## config.mk

```make
export PLATFORM = sky130hd
export DESIGN_NAME = int_controller
export DESIGN_NICKNAME = d
export VERILOG_FILES = /design/src/rtl/int_controller.sv
export SDC_FILE = /design/constraint.sdc
export NUM_CORES = 1
export LEC_CHECK = 0
export ABC_CLOCK_PERIOD_IN_PS = 1690
export BUFFER_PORTS_ARGS = -buffer_cell sky130_fd_sc_hd__buf_4
export CAP_MARGIN = 20
export CORE_ASPECT_RATIO = 1.25
export CORE_UTILIZATION = 30
export CTS_CLUSTER_DIAMETER = 50
export DETAILED_ROUTE_END_ITERATION = 16
export PLACE_DENSITY = 0.6
export SLEW_MARGIN = 20
export SYNTH_ARGS = -nofsm -noshare
export SYNTH_HDL_FRONTEND = slang
export SYNTH_SLANG_ARGS = --single-unit
```

## constraint.sdc

```tcl
create_clock -name clk -period 1.69 [get_ports clk]
set_input_delay 0.0845 -clock clk [delete_from_list [all_inputs] [get_ports clk]]
set_output_delay 0.0845 -clock clk [all_outputs]
set_load 0.05 [all_outputs]
```

## src/rtl/int_controller.sv

```systemverilog
// Prioritised interrupt controller: rising-edge capture per source, lowest index wins,
// one request in flight until end-of-interrupt.
module int_controller #(
    parameter int unsigned N_SRC     = 8,
    parameter logic [15:0] VEC_BASE  = 16'h0010,
    parameter int unsigned VEC_SHIFT = 2
) (
    input  logic             clk,
    input  logic             rst_n,
    input  logic [N_SRC-1:0] irq_src,
    input  logic             cfg_write,
    input  logic [N_SRC-1:0] cfg_data,
    input  logic             mask_all,
    input  logic             unmask_all,
    input  logic             int_ack,
    input  logic             eoi,
    output logic             cpu_interrupt,
    output logic             vec_valid,
    output logic [15:0]      vec_addr,
    output logic [3:0]       active_id,
    output logic [N_SRC-1:0] pending
);

    localparam logic [1:0] IDLE    = 2'd0;
    localparam logic [1:0] REQ     = 2'd1;
    localparam logic [1:0] VECTOR  = 2'd2;
    localparam logic [1:0] SERVICE = 2'd3;

    logic [1:0]       state;
    logic [N_SRC-1:0] prev_irq;
    logic [N_SRC-1:0] enable;
    logic             gie;
    logic [N_SRC-1:0] rise;
    logic [N_SRC-1:0] eligible;
    logic [N_SRC-1:0] clr_mask;
    logic             any_elig;
    logic             take_ack;
    logic [3:0]       win_id;
    logic [15:0]      win_vec;

    assign rise     = irq_src & ~prev_irq;
    assign eligible = gie ? (pending & enable) : '0;

    always_comb begin
        any_elig = 1'b0;
        win_id   = '0;
        for (int unsigned i = 0; i < N_SRC; i++) begin
            if (eligible[i] && !any_elig) begin
                any_elig = 1'b1;
                win_id   = 4'(i);
            end
        end
    end

    assign take_ack = (state == REQ) && any_elig && int_ack;
    assign clr_mask = take_ack ? (N_SRC'(1) << win_id) : '0;
    assign win_vec  = VEC_BASE + (16'(win_id) << VEC_SHIFT);

    // A fresh edge in the acknowledge cycle re-sets the bit being cleared.
    always_ff @(posedge clk or negedge rst_n) begin
        if (!rst_n) begin
            prev_irq <= '0;
            pending  <= '0;
            enable   <= '0;
            gie      <= 1'b0;
        end else begin
            prev_irq <= irq_src;
            pending  <= (pending & ~clr_mask) | rise;
            if (cfg_write)
                enable <= cfg_data;
            if (mask_all)
                gie <= 1'b0;
            else if (unmask_all)
                gie <= 1'b1;
        end
    end

    always_ff @(posedge clk or negedge rst_n) begin
        if (!rst_n) begin
            state         <= IDLE;
            cpu_interrupt <= 1'b0;
            vec_valid     <= 1'b0;
            vec_addr      <= '0;
            active_id     <= '0;
        end else begin
            vec_valid <= 1'b0;
            case (state)
                IDLE: begin
                    if (any_elig) begin
                        state         <= REQ;
                        cpu_interrupt <= 1'b1;
                    end
                end
                REQ: begin
                    if (!any_elig) begin
                        state         <= IDLE;
                        cpu_interrupt <= 1'b0;
                    end else if (int_ack) begin
                        state         <= VECTOR;
                        cpu_interrupt <= 1'b0;
                        vec_valid     <= 1'b1;
                        active_id     <= win_id;
                        vec_addr      <= win_vec;
                    end
                end
                VECTOR: begin
                    state <= SERVICE;
                end
                SERVICE: begin
                    if (eoi)
                        state <= IDLE;
                end
                default: begin
                    state         <= IDLE;
                    cpu_interrupt <= 1'b0;
                end
            endcase
        end
    end

endmodule

```

==> summary.txt <==
Finish
  – Total Nets Final: 213
  – Fill cells: roughly 490
  – Area delta synth->final: 34.7%
  – Number of non-filler instances in the completed layout: 251
  – Share of final-layout standard cells stronger than drive strength 1: 33.5%
  – Diodes inserted: 0

Critical path
  – Critical Path AT: between 1500 and 2000 ps
  – Nature of the critical path endpoint: flip-flop
  – R2r worst-path depth: 5
  – Startpoint-to-endpoint class of the critical path: reg2reg
  – Startpoint of the worst register-to-register path: pending[2]$_DFF_PN0_
  – Required time at the worst-slack endpoint: about 1900 ps
  – Reg2reg setup slack: roughly 110 ps
  – Worst flop-to-flop path endpoint: pending[1]$_DFF_PN0_
  – Launching element type of the critical path: flip-flop
  – Max Fanout on Critical Path: 4

Timing
  – Skew final: 7.31 ps
  – Final Hold Vio Count: 0
  – Share of the cycle needed by the critical path after routing: 93.5%
  – Setup repair after global routing missed its margin: no
  – Final slew viol count: 0
  – Achievable clock frequency: 633 MHz
  – Final setup violation count: 0
  – Period minus WS final: 1580 ps

Global route
  – Pin count of the biggest net entering global routing: 34
  – Tot GR Track Use: 12.6%
  – Remaining global-route overflow: 0
  – Global-route wire length before repair: 4.88 mm
  – Vias in the first global route: roughly 1000
  – Antenna violations before repair: 0

Drt
  – Residual DRC: 0
  – Vias after detailed routing: 1123
  – DRC marker count from the first detailed-route iteration: 35
  – Remaining antenna violation count after routing: 0
  – Detail-routed net length per standard cell: 11.7 um
  – Overall routed net length: 2.93 mm
  – Post-DR vias/cell: 4.47
  – Length of the first detailed-routing pass in iterations: 4

Job
  – Max Cap Viol: 0

Logic synthesis
  – Post-Syn Area per Cell: around 11 um2
  – Area share of the leading cell type in the synthesized netlist: 56.0%
  – Cell area after synthesis: 0.00148 mm2
  – Number of warnings reported in the yosys synthesis log: 0
  – Count of state elements after synthesis: 33
  – Area fraction in compound gates after synthesis: 16.0%
  – Most frequently used flop master after synthesis: sky130_fd_sc_hd__dfrtp_1
  – Xor/xnor cell area share of the yosys netlist: 0%
  – Number of distinct standard cells referenced by the synthesized netlist: 26
  – Adder-Cell Fraction of Synth Area: 0%
  – Async set-or-reset flop fraction in the synthesized netlist: 100%
  – Largest family of logic cells by synthesized area: compound AO/OA/AOI/OAI gates
  – Number of flops mapped to enable cells by yosys: 0
  – Cell type with the highest aggregate area in the netlist: sky130_fd_sc_hd__dfrtp_1
  – Largest cells by area after synthesis: sky130_fd_sc_hd__dfrtp_1 (56%), sky130_fd_sc_hd__buf_4 (8.1%), sky130_fd_sc_hd__mux2_2 (6.9%)
  – Simple-gate area share of the yosys netlist: under 10%
  – Multiplexer share of the synthesized area: ~6.9%
  – Synthesized instance count: around 140
  – Portion of the post-synthesis area used by sequential elements: 56.0%

Hold path
  – Endpoint, Worst Hold: gie$_DFFE_PN0P_
  – Hold path startpoint: unmask_all
  – Hold Crit Class: in2reg
  – Number of cells on the worst hold path: 3

Clock tree
  – Clock buffer count from CTS: 5
  – Clock sink count: 33
  – Maximum root-to-sink buffer count: 2
  – Post-CTS Repair Setup Buffers: 0
  – TritonCTS clock tree: built
  – CTS H-tree lvls: 2
  – Count of hold-fix buffers inserted at cts: 10
  – Clock-pin slew reported for the worst setup and hold paths after clock tree synthesis: around 60 ps
  – Number of gates given a new drive strength after cts: 0
  – Skew-Pair Late Insertion Delay: 280 ps
  – Cell at the root of the clock tree: sky130_fd_sc_hd__clkbuf_8

Place
  – Number of cells after detailed placement: approximately 230
  – Sum of net half-perimeters after detailed placement: 2.21 mm
  – Routability cong.: 0.790
  – Port-buffer cells: 39

Floorplanning
  – Starting density of the core: 31.2%
  – Number of placed I/O pins: 53
  – Core Footprint: 0.00473 mm2
  – Die area: 0.00520 mm2
  – Die height: 80.4 um
  – Horizontal die dimension: 64.7 um
  – # rows: 28

Power and ir drop
  – PwrDens: between 1000 and 1500 mW/mm2
  – Leakage: 0.932 nW
  – Peak VDD IR: 0.497 mV
  – Total power after layout: 0.00268 W

Outcome
  – Run status: finished clean
## layout by cell type (no fill, tap or decap), drive strengths merged
cell type,netlist,final
a21o,1,1
a21oi,9,9
a221o,1,1
a22o,8,8
a32oi,2,2
and2,2,2
and3,1,1
buf,16,43
clkbuf,2,8
conb,1,13
dfrtp,33,33
dlygate4sd3,0,10
inv,11,11
mux2,9,9
nand2,7,7
nand2b,1,1
nand3,4,4
nand3b,1,1
nand4,3,3
nor2,6,6
nor2b,2,2
o21ai,12,12
o22a,1,1
o22ai,1,1
o31ai,1,1
or3,1,1
## cell usage after synthesis (2+ instances only)
cell,number
sky130_fd_sc_hd__a21oi_1,9
sky130_fd_sc_hd__a22o_1,8
sky130_fd_sc_hd__a32oi_1,2
sky130_fd_sc_hd__and2_1,2
sky130_fd_sc_hd__buf_4,16
sky130_fd_sc_hd__clkbuf_1,2
sky130_fd_sc_hd__dfrtp_1,33
sky130_fd_sc_hd__inv_1,11
sky130_fd_sc_hd__mux2_2,9
sky130_fd_sc_hd__nand2_1,7
sky130_fd_sc_hd__nand3_1,4
sky130_fd_sc_hd__nand4_1,3
sky130_fd_sc_hd__nor2_1,6
sky130_fd_sc_hd__nor2b_1,2
sky130_fd_sc_hd__o21ai_0,11
## cell families (layout without fill, tap and decap cells)
kind of cell / Yosys count / after routing
multiplexers: 9 / 9
AO/OA/AOI/OAI: 36 / 36
flip-flops: 33 / 33
other: 1 / 13
buffers and inverters: 29 / 72
AND/OR/NAND/NOR: 28 / 28
## report_power, final
| group | switching [W] | internal, W |
|---|---|---|
| sequential | 0.000116 | 0.000929 |
| clock | 0.000259 | 0.000332 |
| combinational | 0.000702 | 0.000347 |
## sequential cells by signal, summed over array words and instances (netlist names), named ones only
name	count
enable	8
pending	8
prev_irq	8
active_id	2
vec_addr	2
cpu_interrupt	1
gie	1
state	1
vec_valid	1
## cell type report
cell class | count | area [um2] | share of cell area, %
Clock buffer | 8 | 90.1 | 4.53
Timing Repair Buffer | 53 | 423 | 21.3
Inverter | 11 | 41.3 | 2.08
Tap cell | 60 | 75.1 | 3.78
Multi-Input combinational cell | 86 | 526 | 26.4
Sequential cell | 33 | 832 | 41.9
## critical path, stage by stage (launching register included)
cell	delay [ps]
sky130_fd_sc_hd__dfrtp_2	420
sky130_fd_sc_hd__nand2_1	80
sky130_fd_sc_hd__a32oi_1	90
sky130_fd_sc_hd__a221o_1	350
sky130_fd_sc_hd__or3_1	340
sky130_fd_sc_hd__a22o_1	180
## per-stage QoR
| step | setup TNS [ps] | cell area, um2 | worst slack, ps | util [%] | hold WS (ps) |
|---|---|---|---|---|---|
| 3_3_place_gp | 0 | 1800 | 146 | 38.0 | 46.2 |
| 6_report | 0 | 1990 | 110 | 42.0 | 23.9 |
| 3_5_place_dp | 0 | 1800 | 140 | 38.0 | 50.3 |
| 4_1_cts | 0 | 1990 | 123 | 42.0 | 17.3 |
| 2_1_floorplan | -40.2 | 1530 | -40.2 | - | -211 |
| 5_1_grt | 0 | 1990 | 35.0 | 42.0 | 26.5 |
## routing by layer
layer / track usage, % / share of wire (%) / up-vias
li1: - / - / 556
met1: 14.9 / 41 / 519
met2: 20.4 / 51 / 41
met3: 4.55 / 5.3 / 7
met4: 5.33 / 2.1 / 0
met5: 0 / 0 / -
## worst max-delay path by stage
stage	slack (ps)	end	startpoint
2_1_floorplan	-40	pending[1]$_DFF_PN0_	pending[2]$_DFF_PN0_
3_3_place_gp	150	pending[3]$_DFF_PN0_	pending[2]$_DFF_PN0_
3_5_place_dp	140	pending[1]$_DFF_PN0_	pending[2]$_DFF_PN0_
4_1_cts	120	pending[1]$_DFF_PN0_	pending[2]$_DFF_PN0_
5_1_grt	40	pending[3]$_DFF_PN0_	pending[2]$_DFF_PN0_
6_report	110	pending[1]$_DFF_PN0_	pending[2]$_DFF_PN0_
(Power assumes the default switching activity.)
